==> config.mk <==
export PLATFORM = sky130hd
export DESIGN_NAME = aec_feeder
export DESIGN_NICKNAME = d
export VERILOG_FILES = /design/src/rtl/aec_pkg.sv /design/src/rtl/aec_char_fifo.sv /design/src/rtl/aec_feeder.sv
export SDC_FILE = /design/constraint.sdc
export NUM_CORES = 1
export LEC_CHECK = 0
export BUFFER_PORTS_ARGS = -buffer_cell sky130_fd_sc_hd__buf_2
export CORE_AREA = 4 4 234 236
export DETAILED_ROUTE_END_ITERATION = 10
export DIE_AREA = 0 0 238 240
export PLACE_DENSITY = 0.62
export SYNTH_ARGS = -nofsm -noshare
export SYNTH_HDL_FRONTEND = slang
export SYNTH_SLANG_ARGS = --single-unit
==> constraint.sdc <==
create_clock -name clk -period 4.3 [get_ports clk]
set_input_delay 0.86 -clock clk [delete_from_list [all_inputs] [get_ports clk]]
set_output_delay 0.86 -clock clk [all_outputs]
set_load 0.01 [all_outputs]
==> src/rtl/aec_pkg.sv <==
// aec_pkg: shared constants and types for the AEC front-end feeder.
//   ASCII_*        : character codes of the AEC expression alphabet
//   AEC_BUFFER_LEN : character capacity of the AEC internal buffer
//   state_t        : feeder control states
package aec_pkg;

  localparam logic [7:0] ASCII_LP  = 8'd40;
  localparam logic [7:0] ASCII_RP  = 8'd41;
  localparam logic [7:0] ASCII_MUL = 8'd42;
  localparam logic [7:0] ASCII_ADD = 8'd43;
  localparam logic [7:0] ASCII_SUB = 8'd45;
  localparam logic [7:0] ASCII_EQ  = 8'd61;

  localparam int AEC_BUFFER_LEN = 64;

  typedef enum logic [2:0] {
    IDLE     = 3'd0,
    SEND     = 3'd1,
    WAIT_FIN = 3'd2,
    DRAIN    = 3'd3,
    OVF      = 3'd4,
    REPORT   = 3'd5
  } state_t;

endpackage

==> src/rtl/aec_char_fifo.sv <==
// aec_char_fifo: synchronous FIFO with first-word peek.
//   clk, rst_n : clock, asynchronous active-low reset (pointers only)
//   flush      : drop all contents (takes priority over push/pop)
//   push       : write push_data; accepted when not full, or when full and popping
//   pop        : advance past head; ignored when empty
//   head       : current first entry (valid while !empty)
//   full/empty : occupancy flags
module aec_char_fifo #(
  parameter int DEPTH  = 64,
  parameter int AW     = $clog2(DEPTH),
  parameter int DATA_W = 8
) (
  input  logic              clk,
  input  logic              rst_n,
  input  logic              flush,
  input  logic              push,
  input  logic [DATA_W-1:0] push_data,
  input  logic              pop,
  output logic [DATA_W-1:0] head,
  output logic              full,
  output logic              empty
);

  logic [DATA_W-1:0] mem [DEPTH];
  logic [AW:0]       wr_ptr;
  logic [AW:0]       rd_ptr;
  logic              do_push;
  logic              do_pop;

  // Extra pointer MSB distinguishes full from empty when the indices match.
  assign empty   = (wr_ptr == rd_ptr);
  assign full    = (wr_ptr[AW] != rd_ptr[AW]) && (wr_ptr[AW-1:0] == rd_ptr[AW-1:0]);
  assign do_pop  = pop && !empty;
  assign do_push = push && (!full || do_pop);
  assign head    = mem[rd_ptr[AW-1:0]];

  always_ff @(posedge clk or negedge rst_n) begin
    if (!rst_n) begin
      wr_ptr <= '0;
      rd_ptr <= '0;
    end else if (flush) begin
      wr_ptr <= '0;
      rd_ptr <= '0;
    end else begin
      if (do_push) wr_ptr <= wr_ptr + 1'b1;
      if (do_pop)  rd_ptr <= rd_ptr + 1'b1;
    end
  end

  always_ff @(posedge clk) begin
    if (do_push && !flush) mem[wr_ptr[AW-1:0]] <= push_data;
  end

endmodule

==> src/rtl/aec_feeder.sv <==
// aec_feeder: buffers host ASCII expressions and feeds complete ones to the
// AEC core one character per cycle, then returns the AEC result.
//   in_valid/in_data/in_ready    : host character stream (ready = FIFO space)
//   aec_ready/aec_ascii          : launch strobe and character to the AEC
//   aec_finish/aec_result/aec_valid : AEC completion inputs
//   res_valid/res_ready/res_data/res_err : result handshake to the consumer
// Optional build macro AEC_FEED_LEN_CHECK_EN rejects expressions longer than
// the AEC buffer without sending them.
module aec_feeder
  import aec_pkg::*;
#(
  parameter int DEPTH = 64,
  parameter int AW    = $clog2(DEPTH)
) (
  input  logic        clk,
  input  logic        rst_n,
  input  logic        in_valid,
  input  logic [7:0]  in_data,
  output logic        in_ready,
  output logic        aec_ready,
  output logic [7:0]  aec_ascii,
  input  logic        aec_finish,
  input  logic [31:0] aec_result,
  input  logic        aec_valid,
  output logic        res_valid,
  input  logic        res_ready,
  output logic [31:0] res_data,
  output logic        res_err
);

  state_t      state;
  logic        fifo_push;
  logic        fifo_pop;
  logic        fifo_flush;
  logic        pop_req;
  logic        full;
  logic        empty;
  logic [7:0]  head;
  logic        head_is_eq;
  logic        push_eq;
  logic        pop_eq;
  logic        launch;
  logic [AW:0] eq_cnt;

  // In OVF the host is never stalled; its bytes are simply not stored.
  assign in_ready   = (state == OVF) || !full;
  assign fifo_push  = in_valid && in_ready && (state != OVF);
  assign fifo_flush = (state == OVF);
  assign fifo_pop   = pop_req && !empty;
  assign head_is_eq = !empty && (head == ASCII_EQ);
  assign push_eq    = fifo_push && (in_data == ASCII_EQ);
  assign pop_eq     = fifo_pop && head_is_eq;
  assign launch     = (eq_cnt != '0) && !res_valid;

  always_comb begin
    pop_req = 1'b0;
    case (state)
      IDLE:    pop_req = launch;
      SEND:    pop_req = 1'b1;
      DRAIN:   pop_req = 1'b1;
      default: pop_req = 1'b0;
    endcase
  end

  aec_char_fifo #(.DEPTH(DEPTH), .AW(AW), .DATA_W(8)) u_char_fifo (
    .clk       (clk),
    .rst_n     (rst_n),
    .flush     (fifo_flush),
    .push      (fifo_push),
    .push_data (in_data),
    .pop       (fifo_pop),
    .head      (head),
    .full      (full),
    .empty     (empty)
  );

  // Number of complete expressions currently buffered.
  always_ff @(posedge clk or negedge rst_n) begin
    if (!rst_n) begin
      eq_cnt <= '0;
    end else if (fifo_flush) begin
      eq_cnt <= '0;
    end else begin
      case ({push_eq, pop_eq})
        2'b10:   eq_cnt <= eq_cnt + 1'b1;
        2'b01:   eq_cnt <= eq_cnt - 1'b1;
        default: eq_cnt <= eq_cnt;
      endcase
    end
  end

`ifdef AEC_FEED_LEN_CHECK_EN
  // Length of the expression being pushed; a side entry per '=' records
  // whether that expression exceeded the AEC buffer.
  logic [6:0] len_cnt;
  logic       ovs_head;
  logic       ovs_full;
  logic       ovs_empty;

  always_ff @(posedge clk or negedge rst_n) begin
    if (!rst_n) begin
      len_cnt <= '0;
    end else if (fifo_flush) begin
      len_cnt <= '0;
    end else if (fifo_push) begin
      if (in_data == ASCII_EQ)  len_cnt <= '0;
      else if (len_cnt != 7'h7f) len_cnt <= len_cnt + 1'b1;
    end
  end

  // len_cnt counts the bytes before '=', so bit 6 set means > 64 with '='.
  aec_char_fifo #(.DEPTH(DEPTH), .AW(AW), .DATA_W(1)) u_ovs_fifo (
    .clk       (clk),
    .rst_n     (rst_n),
    .flush     (fifo_flush),
    .push      (push_eq),
    .push_data (len_cnt[6]),
    .pop       (pop_eq),
    .head      (ovs_head),
    .full      (ovs_full),
    .empty     (ovs_empty)
  );
`endif

  // aec_ascii is registered together with aec_ready so the launch strobe and
  // the first character line up; it shows '=' (an AEC no-op) when idle.
  always_ff @(posedge clk or negedge rst_n) begin
    if (!rst_n) begin
      state     <= IDLE;
      aec_ready <= 1'b0;
      aec_ascii <= ASCII_EQ;
      res_valid <= 1'b0;
      res_data  <= '0;
      res_err   <= 1'b0;
    end else begin
      aec_ready <= 1'b0;
      aec_ascii <= ASCII_EQ;
      // A result raised early (during DRAIN) may be taken before REPORT.
      if (res_valid && res_ready) res_valid <= 1'b0;
      case (state)
        IDLE: begin
          if (launch) begin
`ifdef AEC_FEED_LEN_CHECK_EN
            if (ovs_head) begin
              res_data  <= '0;
              res_err   <= 1'b1;
              res_valid <= 1'b1;
              state     <= head_is_eq ? REPORT : DRAIN;
            end else
`endif
            begin
              aec_ready <= 1'b1;
              aec_ascii <= head;
              // A lone '=' is complete after the launch byte itself.
              state     <= head_is_eq ? WAIT_FIN : SEND;
            end
          end else if (full && (eq_cnt == '0)) begin
            state <= OVF;
          end
        end
        SEND: begin
          if (aec_finish) begin
            res_data  <= aec_result;
            res_err   <= ~aec_valid;
            res_valid <= 1'b1;
            state     <= head_is_eq ? REPORT : DRAIN;
          end else begin
            aec_ascii <= head;
            if (head_is_eq) state <= WAIT_FIN;
          end
        end
        WAIT_FIN: begin
          if (aec_finish) begin
            res_data  <= aec_result;
            res_err   <= ~aec_valid;
            res_valid <= 1'b1;
            state     <= REPORT;
          end
        end
        DRAIN: begin
          if (head_is_eq) state <= REPORT;
        end
        OVF: begin
          if (in_valid && (in_data == ASCII_EQ)) begin
            res_data  <= '0;
            res_err   <= 1'b1;
            res_valid <= 1'b1;
            state     <= REPORT;
          end
        end
        REPORT: begin
          if (!res_valid || res_ready) state <= IDLE;
        end
        default: state <= IDLE;
      endcase
    end
  end

endmodule

# After elaboration in Yosys (flattened, before gate mapping)
# Memories as Yosys holds them, arrays and structs flattened.
# Index checks and enable logic that the tools add are counted.
# W data, S select, Z words.
[word_totals]
mem_bits_rw = 512
ff_bits = 67
wordCells = 102
rom_bits = 0
memories = 1
latchBits = 0
out_inout_bits = 44
[op_classes]
magnitude_cmp = 0
shifts = 0
n_eq_ne = 20
n_addsub = 4
n_bitwise = 1
reduce_logical = 32
mux = 35
div = 0
multipliers = 0
[mem_list]
columns = ["name", "words", "word_bits", "read_ports", "rd_ports_with_merged_regs", "write_ports", "line", "text"]
rows = [
  ["u_char_fifo.mem", 64, 8, 1, 0, 1, "aec_char_fifo.sv:24", "logic [DATA_W-1:0] mem [DEPTH];"],
]
[op_table]
columns = ["cell", "count"]
rows = [
  ["$mux W32", 2],
  ["$pmux W32 S2", 1],
  ["$mux W7", 5],
  ["$mux W3", 9],
  ["$add A7 B1 Y7 const B", 3],
  ["$pmux W3 S6", 1],
  ["$eq A8 B6 Y1 const B", 2],
  ["$mux W8", 2],
  ["$pmux W8 S2", 1],
  ["$logic_and A1 B1 Y1", 14],
  ["$pmux W7 S2", 1],
  ["$mux W1", 9],
  ["$ne A3 B3 Y1 const B", 3],
  ["$ne A2 B2 Y1 const B", 4],
  ["$eq A7 B7 Y1", 1],
  ["$logic_not A7 Y1", 1],
  ["$reduce_bool A7 Y1", 1],
  ["$sub A7 B1 Y7 const B", 1],
  ["$eq A3 B2 Y1 const B", 2],
  ["$eq A3 B3 Y1 const B", 2],
  ["$eq A6 B6 Y1", 1],
  ["$pmux W1 S2", 3],
  ["$reduce_and A6 Y1", 1],
  ["$reduce_bool A2 Y1", 3],
  ["other kinds (13)", 19],
]

# Logic depth before layout (Yosys ltp)
# Gate-level depths: netlist of run 1.
[depth]
ltp_word = 10
depth_mapped = 20
depth_no_buf = 15

# Cells and area by module
# A second synthesis of run 1 with hierarchy kept.
[hier_totals]
cells_unflattened = 1289
hier_area_um2 = 23283.6
[by_module_without_submodules]
columns = ["mod", "area_each_um2", "instances", "seq_area_each_um2", "cells_per_inst"]
rows = [
  ["aec_char_fifo", 20604.8, 1, 15725.1, 1015],
  ["aec_feeder", 2678.8, 1, 1332.5, 274],
]

# Worst setup path after synthesis of run 1
# No wires, ideal clock.
[synth_timing]
path_kind = "register to register"
from = "register u_char_fifo.rd_ptr[0]"
to = "register eq_cnt[6]"
required_time_ns = 4.221
stages_incl_launch_ff = 21
path_slack_ns = -0.090
arrival_ns = 4.310
n_path_buf = 6
period_less_slack_ns = 4.390
cell_sequence = "dfrtp_1 > buf_6 > buf_12 > buf_12 > buf_12 > buf_12 > xnor2_1 > nand3_1 > nor2_1 > nor2b_1 > buf_2 > and3_1 > nor4_1 > ha_1 > a21o_1 > a21oi_1 > nor2b_1 > o21a_1 > or3_1 > mux2i_1 > mux2i_1"
[synth_via]
elab_chain_cells = 10
[synth_lines]
columns = ["item", "line", "text"]
rows = [
  ["from (decl)", "aec_char_fifo.sv:26", "logic [AW:0] rd_ptr;"],
  ["from (signal assigned)", "aec_char_fifo.sv:46", "if (do_pop) rd_ptr <= rd_ptr + 1'b1;"],
  ["parallel branches: the longest is 10 deep, another holds $mem_v2 Z64 W8", "--", ""],
  ["to (signal assigned)", "aec_feeder.sv:85", "2'b10: eq_cnt <= eq_cnt + 1'b1;"],
  ["to (signal assigned)", "aec_feeder.sv:86", "2'b01: eq_cnt <= eq_cnt - 1'b1;"],
  ["to (signal assigned)", "aec_feeder.sv:87", "default: eq_cnt <= eq_cnt;"],
  ["to (decl)", "aec_feeder.sv:43", "logic [AW:0] eq_cnt;"],
]
# Several ways; the timed one is not identified.
# A chain may end at the register's enable or synchronous reset.

# Worst setup path in the final report of run 1
[layout_timing]
from = "register u_char_fifo.rd_ptr[0]"
to = "register aec_ascii[4]"
[layout_via]
elab_chain_cells = 3
[layout_lines]
columns = ["item", "line", "text"]
rows = [
  ["$mem_v2 Z64 W8 (*)", "--", ""],
  ["$mux W8 (on tied branches)", "aec_feeder.sv:162, aec_feeder.sv:142", ""],
  ["$pmux W8 S2 (*)", "aec_feeder.sv:140", "case (state)"],
  ["to (signal assigned)", "aec_feeder.sv:137", "aec_ascii <= ASCII_EQ;"],
  ["to (signal assigned)", "aec_feeder.sv:153", "aec_ascii <= head;"],
  ["to (signal assigned)", "aec_feeder.sv:168", "aec_ascii <= head;"],
  ["to (decl)", "aec_feeder.sv:21", "output logic [7:0] aec_ascii,"],
]
# Every way passes the cells marked *; elsewhere a longest branch is shown, timed or not.

==> results.py, run 1 <==
metrics = {
    "route": {
        "drt_wl_total_mm": 60.81,
        "num_vias": 13650,
        "ant_nets": 0,
        "drc": 0,
        "firstDrtPassIters": 6,
        "routedWlPerCell_microns": 25.51,
        "first_iter_violations": 1471,
        "viasPerCell": 5.724,
    },
    "outcome": {
        "status": "complete, but fails checks",
        "violations": "negative setup slack",
    },
    "synthesis": {
        "async_flop_share_pct": 11.57,
        "yosys-top-cells-area": "edfxtp_1 (65%), mux4_2 (8.5%), dfrtp_1 (6.6%)",
        "ys_seq_elements": 579,
        "synth_most_common_cell": "edfxtp_1",
        "synth-edff-count": 512,
        "post_synth_instance_area_sq_um": 23560,
        "synth_area_per_cell_sq_um": 17.96,
        "synth_fp_nets": 1366,
        "netlist.area_leader.share_pct": 65.26,
        "yosys_most_used_dff": "edfxtp_1",
        "yosys_warnings": 0,
        "synth_cells": 1312,
        "synthTopCellsByCount": "edfxtp_1 (512), nand2_1 (115), nor2_1 (93)",
        "ys_seq_area_share_pct": 72.40,
        "yosysTopAreaCell": "edfxtp_1",
        "synth.distinct_cells": 71,
    },
    "cells_and_area": {
        "num-fill-cells": 3997,
        "stdcell_count": 2384,
        "syn_to_final_growth_pct": 23.27,
        "num-nets-final": 1702,
        "drive_above_1_share_pct": 37.03,
        "antenna_cells": 0,
        "regArea_sq_um": 17070,
        "multi_input_area_sq_um": 6187,
    },
    "setup_path": {
        "crit_buf_inv": 22,
        "reg2reg_slack_ns": -0.16,
        "timing.rr.start": "u_char_fifo.rd_ptr[0]",
        "criticalPathCategory": "flop to flop",
        "path_delay_family": "buffers and inverters",
        "crit_fanout": 8,
        "required_ns": 4.86,
        "slowest_stage": "dfrtp_4",
        "arrival_ns": 5.02,
        "crit_top_cell": "buf_4",
        "crit_start": "u_char_fifo.rd_ptr[0]",
        "worst_r2r_path_depth": 27,
        "end_kind": "flop",
        "start_kind": "flop",
        "worstReg2RegEnd": "aec_ascii[4]",
        "crit_path_max_incr_delay_ns": 0.56,
    },
    "clock_tree": {
        "insertion_delay_ns": 0.62,
        "hold_buffers": 0,
        "cts_tree": "yes",
        "cts_buffer_depth": 3,
        "h-tree-depth": 2,
        "cts_buffers": 57,
        "path_clk_slew_ns": 0.07,
        "clkSinkCount": 579,
        "cts-root-buf": "clkbuf_16",
    },
    "placed_design": {
        "io_buffer_count": 89,
        "dpl.hpwl_mm": 38.74,
        "placed_cells": 2204,
        "place_congestion": 0.9113,
    },
    "global_routing": {
        "grtUsageMet1_pct": 30.30,
        "grt_use_total_pct": 20.93,
        "grt_pass1_vias": 13540,
        "grt-ovfl-total": 0,
        "grt_first_pass_wirelength_mm": 89.47,
        "antenna_found_initial": 0,
        "gr-usage-met2_pct": 32.83,
        "grt_use_met3_pct": 3.487,
        "top_usage_layer": "met2",
        "grt_max_degree": 65,
    },
    "floorplan": {
        "design.die.area_sq_um": 57120,
        "start_util_pct": 44.92,
        "io_pins": 90,
        "rows": 84,
        "die_y_microns": 240,
        "die_x_microns": 238,
        "core_sq_um": 52450,
    },
    "pwr": {
        "p_leak_nw": 10.42,
        "power_w": 0.01827,
        "vdd_ir_drop_max_uv": 374.2,
        "powerDensity_nw_per_um2": 629.1,
    },
    "timing": {
        "timing.hold.ws_ns": 0.2626,
        "setup_violations": 2,
        "max_freq_mhz": 224.3,
        "max_slew_margin_pct": 25.61,
        "worstMarginPinSlew_ns": 1.116,
        "rsz0062_at_grt": "yes",
        "fin_skew_ns": 0.02959,
        "period_share_pct": 103.7,
        "hold_violations": 0,
        "final_max_slew_viol_count": 0,
        "min_period_ns": 4.458,
        "setup_slack_ns": -0.1582,
    },
    "flow_run": {
        "maxCapViolCount": 0,
    },
    "min_path": {
        "worstHoldPathType": "input port to async pin",
    },
}
where the power goes:
part           internal [W]  switching, W
Sequential          0.00649      0.000252
Combinational       0.00314       0.00313
Clock               0.00318       0.00208
per-layer routing:
| layer | up-vias | part of all wire (%) |
|---|---|---|
| met1 | 6958 | 42 |
| met5 | - | 0 |
| met2 | 673 | 47 |
| met4 | 0 | 3.3 |
| met3 | 115 | 7.8 |
| li1 | 5899 | - |
area by class of cell:
| type | instances | share of cell area [%] |
|---|---|---|
| multi-input cells | 648 | 21.30 |
| repair buffers | 353 | 9.969 |
| inverters | 9 | 0.1163 |
| well taps | 688 | 2.964 |
| clock inverters | 37 | 1.473 |
| clock buffers | 70 | 5.398 |
| flip-flops and latches | 579 | 58.78 |
state kept, by name, summed over array words and instances, names as in the netlist:
register,count
u_char_fifo.mem,512
res_err,1
u_char_fifo.wr_ptr,7
eq_cnt,7
aec_ready,1
aec_ascii,8
u_char_fifo.rd_ptr,7
state,3
res_valid,1
res_data,32
how the worst max path moves through the flow:
| stage | to | cells past startpoint |
|---|---|---|
| floorplan | eq_cnt[6] | 20 |
| global placement | eq_cnt[6] | 18 |
| detailed placement | eq_cnt[6] | 17 |
| CTS | eq_cnt[6] | 17 |
| global route | eq_cnt[6] | 18 |
| finish | aec_ascii[4] | 27 |
per-stage QoR:
stage	instance area, sq um	utilization, %	TNS [ns]	setup slack (ns)
finish	29040	55.38	-0.2760	-0.1582
global route	29040	55.38	-0.5471	-0.2227
CTS	28770	54.86	-0.0006697	-0.0006697
detailed placement	25970	49.53	-0.2862	-0.1973
global placement	25970	49.53	-0.2293	-0.1776
floorplan	23570	-	0	0.1352
cell families after synthesis:
family | count (synthesis) | share of synthesized area (%)
fa+ha+maj | 8 | 0.4567
buf+inv | 85 | 2.523
xor+xnor | 23 | 0.9347
compound gates | 109 | 3.425
mux | 177 | 13.74
simple gates | 331 | 6.516
flops | 579 | 72.40
layout by cell type, fill, tap and decap left out, types with 19 or more instances in the layout:
| cell | count |
|---|---|
| clkbuf_16 | 59 |
| nand3_1 | 51 |
| nor2_1 | 92 |
| edfxtp_1 | 512 |
| mux4_2 | 96 |
| dfrtp_1 | 58 |
| mux2_2 | 21 |
| mux2i_1 | 39 |
| buf_12 | 19 |
| buf_4 | 222 |
| nand2_1 | 111 |
| buf_2 | 89 |
what timing repair did:
action,4_1_cts,5_1_grt
gates resized for setup,54,40
gates cloned,5,0
setup endpoints to repair,2,5
pin swaps,17,13
setup buffers,57,12
Note: power is estimated with default switching activity, not from simulation.
==> run 2, diff against run 1 <==
--- a/config.mk
+++ b/config.mk
@@ -5,11 +5,13 @@
 export SDC_FILE = /design/constraint.sdc
 export NUM_CORES = 1
 export LEC_CHECK = 0
+export ABC_CLOCK_PERIOD_IN_PS = 4300
 export BUFFER_PORTS_ARGS = -buffer_cell sky130_fd_sc_hd__buf_2
 export CORE_AREA = 4 4 234 236
 export DETAILED_ROUTE_END_ITERATION = 10
 export DIE_AREA = 0 0 238 240
 export PLACE_DENSITY = 0.62
+export SETUP_SLACK_MARGIN = 0.5
 export SYNTH_ARGS = -nofsm -noshare
 export SYNTH_HDL_FRONTEND = slang
 export SYNTH_SLANG_ARGS = --single-unit
==> run 2 against run 1 <==
Worst setup slack improved by 0.016 ns; largest cell class unchanged; critical path type unchanged; clock power fell by 5.1%; first-iteration DRC count fell by 13%; global-route usage fell by 0.74 points; utilization is 1.7 points lower; critical endpoint is now eq_cnt[6]; non-clock buffer count fell by 72; power decreased by 6.0%; the flow still finishes with violations (negative setup slack); count of clock-buffer cells in the layout increased by 5; sequential power about the same; register-to-register slack improved by 0.02 ns.
==> results.py, run 2 (synthesis gave the netlist of run 1 again) <==
metrics = {
    "setup_path": {
        "end_kind": "flop",
        "crit_chain": "buf_12 -> buf_12 -> buf_12 -> mux4_1 -> mux2i_1 -> a22oi_1 -> nand4_1 -> a222oi_1 -> buf_4 -> nand2_4 -> nor4_4 -> buf_4 -> buf_6 -> ha_1 -> nor2b_1 -> o21a_1 -> or3_1 -> mux2i_1 -> mux2i_1",
        "slowest_stage": "dfrtp_4",
        "crit_fanout": 8,
        "start_kind": "flop",
        "worst_r2r_path_depth": 19,
        "required_ns": 4.82,
        "crit_path_max_incr_delay_ns": 0.58,
        "worstReg2RegEnd": "eq_cnt[6]",
        "crit_buf_inv": 6,
        "path_delay_family": "simple AND/OR/NAND/NOR gates",
        "reg2reg_slack_ns": -0.14,
        "arrival_ns": 4.97,
        "timing.rr.start": "u_char_fifo.rd_ptr[0]",
        "endpoint": "eq_cnt[6]",
        "crit_start": "u_char_fifo.rd_ptr[0]",
        "criticalPathCategory": "flop to flop",
        "worst-path-stages": 19,
    },
    "pwr": {
        "power_w": 0.01718,
        "powerDensity_nw_per_um2": 609.9,
        "vdd_ir_drop_max_uv": 486.2,
        "p_leak_nw": 9.938,
    },
    "cells_and_area": {
        "drive_above_1_share_pct": 34.17,
        "largest_reg_flops": 512,
        "mostFrequentLayoutCell": "edfxtp_1",
        "antenna_cells": 0,
        "num-nets-final": 1632,
        "syn_to_final_growth_pct": 19.59,
        "layout_common_cells": "edfxtp_1 (512), buf_4 (164), nand2_1 (112)",
        "design_area_sq_um": 28170,
        "num-fill-cells": 4102,
        "stdcell_count": 2315,
    },
    "route": {
        "ant_nets": 0,
        "routedWlPerCell_microns": 25.22,
        "viasPerCell": 5.678,
        "drt_wl_total_mm": 58.39,
        "firstDrtPassIters": 7,
        "num_vias": 13140,
        "drc": 0,
        "first_iter_violations": 1283,
    },
    "global_routing": {
        "grt_pass1_vias": 13090,
        "grt_first_pass_wirelength_mm": 86.13,
        "grt_max_degree": 65,
        "antenna_found_initial": 0,
        "grt_use_total_pct": 20.20,
        "grt-ovfl-total": 0,
    },
    "clock_tree": {
        "cts_buffers": 59,
        "cts-root-buf": "clkbuf_16",
        "h-tree-depth": 2,
        "cts_tree": "yes",
        "insertion_delay_ns": 0.61,
        "clkSinkCount": 579,
        "cts_buffer_depth": 3,
        "hold_buffers": 0,
        "path_clk_slew_ns": 0.06,
    },
    "floorplan": {
        "design.die.area_sq_um": 57120,
        "core_sq_um": 52450,
        "rows": 84,
        "die_y_microns": 240,
        "io_pins": 90,
        "die_x_microns": 238,
        "start_util_pct": 44.92,
    },
    "placed_design": {
        "io_buffer_count": 89,
        "place_congestion": 0.9104,
        "dpl.hpwl_mm": 37.70,
        "placed_cells": 2173,
        "place_area_sq_um": 25730,
    },
    "flow_run": {
        "maxCapViolCount": 0,
    },
    "timing": {
        "min_period_ns": 4.443,
        "setup_violations": 2,
        "hold_violations": 0,
        "setup_slack_ns": -0.1425,
        "worstMarginPinSlew_ns": 1.079,
        "period_share_pct": 103.3,
        "max_slew_margin_pct": 28.07,
        "fin_skew_ns": 0.01539,
        "timing.hold.ws_ns": 0.3772,
        "max_freq_mhz": 225.1,
        "final_max_slew_viol_count": 0,
        "rsz0062_at_grt": "yes",
    },
    "outcome": {
        "status": "complete, but fails checks",
        "violations": "negative setup slack",
    },
    "min_path": {
        "worstHoldPathType": "input port to async pin",
    },
}
[run 2: worst min path at each step]
stage,start,endpoint,slack [ns],depth (start not counted)
floorplan,eq_cnt[6],eq_cnt[6],0.50,2
global placement,res_data[29],res_data[29],0.44,2
detailed placement,res_data[31],res_data[31],0.45,2
CTS,rst_n,state[1],0.37,1
global route,aec_valid,res_err,0.42,2
finish,rst_n,res_data[1],0.38,1
[run 2: stage by stage]
stage | TNS [ns] | setup slack (ns) | util, %
finish | -0.2065 | -0.1425 | 53.72
global route | -0.7156 | -0.2791 | 53.72
CTS | -0.02876 | -0.02876 | 53.24
detailed placement | -0.2629 | -0.2338 | 49.06
global placement | -0.1559 | -0.1559 | 49.06
floorplan | 0 | 0.3845 | -
[run 2: layer usage]
| layer | up-vias | part of all wire, % | global-route usage [%] |
|---|---|---|---|
| met4 | 0 | 3.3 | 6.913 |
| met3 | 109 | 7.2 | 3.762 |
| met2 | 504 | 47 | 31.78 |
| met1 | 6774 | 42 | 28.78 |
| li1 | 5757 | - | - |
| met5 | - | 0 | 0 |
[run 2: worst register-to-register path: stages, from the launching register on]
cell	delay (ns)
dfrtp_4	0.58
buf_12	0.19
buf_12	0.13
buf_12	0.13
mux4_1	0.32
mux2i_1	0.08
a22oi_1	0.19
nand4_1	0.27
a222oi_1	0.43
buf_4	0.21
nand2_4	0.06
nor4_4	0.28
buf_4	0.21
buf_6	0.10
ha_1	0.22
nor2b_1	0.13
o21a_1	0.17
or3_1	0.30
mux2i_1	0.16
mux2i_1	0.19
[run 2: area by class of cell]
type	count	area, sq um	area share, %
Inverter	9	33.78	0.1199
Tap cell	688	860.8	3.055
Clock inverter	35	296.5	1.052
Clock buffer	75	1599	5.675
Sequential cell	579	17070	60.59
Multi-Input combinational cell	648	6153	21.84
Timing Repair Buffer	281	2160	7.665
[run 2: timing repair]
item                                    in CTS  in global routing
buffers inserted                            14                 16
cloned                                       0                  2
endpoints found under the setup margin     140                259
pin swaps                                   17                 14
resized for setup                           51                 19
[run 2: where the power goes]
group          total (W)  switching, W  internal (W)
registers        0.00676      0.000277       0.00649
logic            0.00543       0.00285       0.00258
clock network    0.00499       0.00207       0.00292
==> run 3, diff against run 2 <==
--- a/config.mk
+++ b/config.mk
@@ -7,11 +7,12 @@
 export LEC_CHECK = 0
 export ABC_CLOCK_PERIOD_IN_PS = 4300
 export BUFFER_PORTS_ARGS = -buffer_cell sky130_fd_sc_hd__buf_2
-export CORE_AREA = 4 4 234 236
+export CORE_AREA = 4 4 233 235
 export DETAILED_ROUTE_END_ITERATION = 10
-export DIE_AREA = 0 0 238 240
+export DIE_AREA = 0 0 237 239
 export PLACE_DENSITY = 0.62
 export SETUP_SLACK_MARGIN = 0.5
 export SYNTH_ARGS = -nofsm -noshare
 export SYNTH_HDL_FRONTEND = slang
+export SYNTH_HIERARCHICAL = 1
 export SYNTH_SLANG_ARGS = --single-unit
==> run 3 against run 2 <==
The flow now finishes without violations; synthesized cell count down 1.8%; highest routed layer unchanged; critical path depth fell by 2; flip-flop and latch count did not move; worst hold slack better by 0.0060 ns.
==> results.py, run 3 <==
metrics = {
    "global_routing": {
        "grt_max_degree": 68,
        "grt_use_total_pct": 19.87,
        "grt_first_pass_wirelength_mm": 85.16,
        "antenna_found_initial": 0,
        "grt-ovfl-total": 0,
        "grt_pass1_vias": 13330,
    },
    "synthesis": {
        "synth_fp_nets": 1343,
        "synth_area_per_cell_sq_um": 18.06,
        "yosysTopAreaCell": "edfxtp_1",
        "yosys_most_used_dff": "edfxtp_1",
        "yosys_warnings": 6,
        "synth.distinct_cells": 67,
        "synth_cells": 1289,
        "async_flop_share_pct": 11.57,
        "synth_most_common_cell": "edfxtp_1",
        "netlist.area_leader.share_pct": 66.03,
        "ys_seq_area_share_pct": 73.26,
        "synth-edff-count": 512,
        "post_synth_instance_area_sq_um": 23280,
        "ys_seq_elements": 579,
        "yosys-top-cells-area": "edfxtp_1 (66%), mux4_2 (11%), dfrtp_1 (6.7%)",
        "synthTopCellsByCount": "edfxtp_1 (512), mux4_2 (112), nor2_1 (88)",
    },
    "pwr": {
        "p_leak_nw": 9.773,
        "p_sw_w": 0.003978,
        "powerDensity_nw_per_um2": 530.9,
        "pwr-share-clk_pct": 35.4,
        "p_seq_share_pct": 43.8,
        "p_int_w": 0.01117,
        "combinationalPowerShare_pct": 20.8,
        "swShare_pct": 26.25,
        "vdd_ir_drop_max_uv": 303.1,
    },
    "route": {
        "drc": 0,
        "viasPerCell": 5.741,
        "num_vias": 13230,
        "ant_nets": 0,
        "first_iter_violations": 1324,
        "routedWlPerCell_microns": 24.60,
        "firstDrtPassIters": 5,
        "drt_wl_total_mm": 56.68,
    },
    "setup_path": {
        "criticalPathCategory": "flop to flop",
        "crit_fanout": 6,
        "end_kind": "flop",
        "start_kind": "flop",
        "crit_chain": "buf_4 -> mux4_2 -> a211oi_4 -> buf_4 -> a221oi_2 -> a31o_1 -> and4b_1 -> nand4b_1 -> buf_6 -> a211o_4 -> inv_6 -> ha_4 -> nor2b_2 -> o31a_1 -> o221a_2 -> a22oi_2 -> mux2i_1",
        "crit_top_cell": "buf_4",
        "required_ns": 4.84,
        "slowest_stage": "mux4_2",
        "arrival_ns": 4.77,
        "crit_path_max_incr_delay_ns": 0.53,
    },
    "flow_run": {
        "maxCapViolCount": 0,
    },
    "cells_and_area": {
        "syn_to_final_growth_pct": 22.59,
        "multi_input_area_sq_um": 6025,
        "stdcell_count": 2304,
        "regArea_sq_um": 17070,
        "mostFrequentLayoutCell": "edfxtp_1",
        "num-fill-cells": 4020,
        "num-nets-final": 1622,
        "design_area_sq_um": 28540,
        "antenna_cells": 0,
        "post-route-util_pct": 54.64,
        "layout_common_cells": "edfxtp_1 (512), buf_4 (168), mux4_2 (112)",
        "largest_reg_flops": 512,
        "drive_above_1_share_pct": 36.63,
    },
    "placed_design": {
        "place_congestion": 0.8680,
        "place_area_sq_um": 25610,
        "io_buffer_count": 89,
        "dpl.hpwl_mm": 34.99,
        "placed_cells": 2152,
    },
    "floorplan": {
        "die_x_microns": 237,
        "design.die.area_sq_um": 56640,
        "core_sq_um": 52240,
        "start_util_pct": 44.57,
        "die_y_microns": 239,
        "rows": 84,
        "io_pins": 90,
    },
    "outcome": {
        "status": "complete, no violations",
    },
    "clock_tree": {
        "cts-root-buf": "clkbuf_16",
        "cts_tree": "yes",
        "path_clk_slew_ns": 0.07,
        "cts_buffer_depth": 3,
        "clkSinkCount": 579,
        "h-tree-depth": 2,
        "cts_buffers": 60,
        "insertion_delay_ns": 0.62,
    },
    "timing": {
        "max_freq_mhz": 236.4,
        "hold_violations": 0,
        "max_slew_margin_pct": 38.02,
        "rsz0062_at_grt": "yes",
        "worstMarginPinSlew_ns": 0.9296,
        "fin_skew_ns": 0.01691,
        "final_max_slew_viol_count": 0,
        "setup_violations": 0,
        "min_period_ns": 4.231,
        "period_share_pct": 98.39,
    },
    "min_path": {
        "worstHoldPathType": "input port to async pin",
    },
}
run 3: cell types whose count changed after synthesis, moves of 11 or more:
cell and delta:
inv_1 +36, nand2_1 -83, buf_2 +13, a22oi_1 +29
mux2_2 -13, o21ai_0 +34, mux4_1 -20, a21oi_1 +11
mux2i_1 -11, mux4_2 +23
run 3: cell type report:
cell class	count	area share, %
multi-input combinational	592	21.11
timing repair buffer	290	8.333
inverter	45	0.6093
sequential	579	59.79
tap	688	3.016
clock inverter	41	1.696
clock buffer	69	5.453
run 3: power groups by stage:
stage | sequential (W) | clock (W) | combinational [W]
2_1_floorplan | 0.00675 | 0 | 0.00170
3_3_place_gp | 0.00672 | 0 | 0.00267
3_5_place_dp | 0.00673 | 0 | 0.00270
4_1_cts | 0.00662 | 0.00547 | 0.00301
5_1_grt | 0.00666 | 0.00571 | 0.00339
6_report | 0.00663 | 0.00537 | 0.00315
run 3: critical path: cells and delay by family (launching register included):
family / cells / cell delay (ns)
AND/OR/NAND/NOR: 3 / 0.52
buffers and inverters: 4 / 0.53
flip-flops: 1 / 0.49
adder cells (fa/ha/maj): 1 / 0.19
multiplexers: 2 / 0.73
AO/OA/AOI/OAI: 7 / 1.67
run 3: what timing repair did:
item,in CTS,in global routing
gates cloned,5,1
hold buffers,0,0
pin swaps,12,19
gates resized for setup,42,43
setup buffers,22,14
setup endpoints to repair,275,204
run 3: path summary, 6_finish.rpt:
kind	slack [ns]	depth (start not counted)	endpoint	startpoint
hold reg to reg	0.49	1	eq_cnt[6]	eq_cnt[6]
setup reg to reg	0.07	17	eq_cnt[6]	u_char_fifo/rd_ptr[0]
max in group asynchronous	3.23	1	u_char_fifo/rd_ptr[0]	rst_n
hold / removal	0.38	1	aec_ascii[6]	rst_n
setup / recovery	0.07	17	eq_cnt[6]	u_char_fifo/rd_ptr[0]
min in group clk	0.42	2	res_err	aec_valid
run 3: through the flow:
stage	total power, W	setup slack [ns]	hold slack [ns]	TNS [ns]
CTS	0.01510	0.1362	0.3856	0
floorplan	0.008450	0.4130	0.4463	0
global placement	0.009394	-0.02893	0.4780	-0.04240
global route	0.01576	-0.1063	0.4109	-0.1063
detailed placement	0.009433	-0.08568	0.4829	-0.1329
finish	0.01515	0.06924	0.3832	0
run 3: logic make-up (layout without fill, tap and decap cells):
group	after synthesis	in the layout	synth area share [%]
XOR/XNOR	17	17	0.6395
flip-flops	579	579	73.26
multiplexers	160	160	13.03
AND/OR/NAND/NOR	231	231	4.874
AO/OA/AOI/OAI	176	176	5.331
buffers and inverters	118	445	2.402
adder cells (fa/ha/maj)	8	8	0.4621
run 3: metal layers:
layer | share of wire, % | global-route usage (%)
met1 | 43 | 29.42
met2 | 46 | 30.62
met3 | 8.4 | 3.530
met4 | 2.5 | 5.945
met5 | 0 | 0
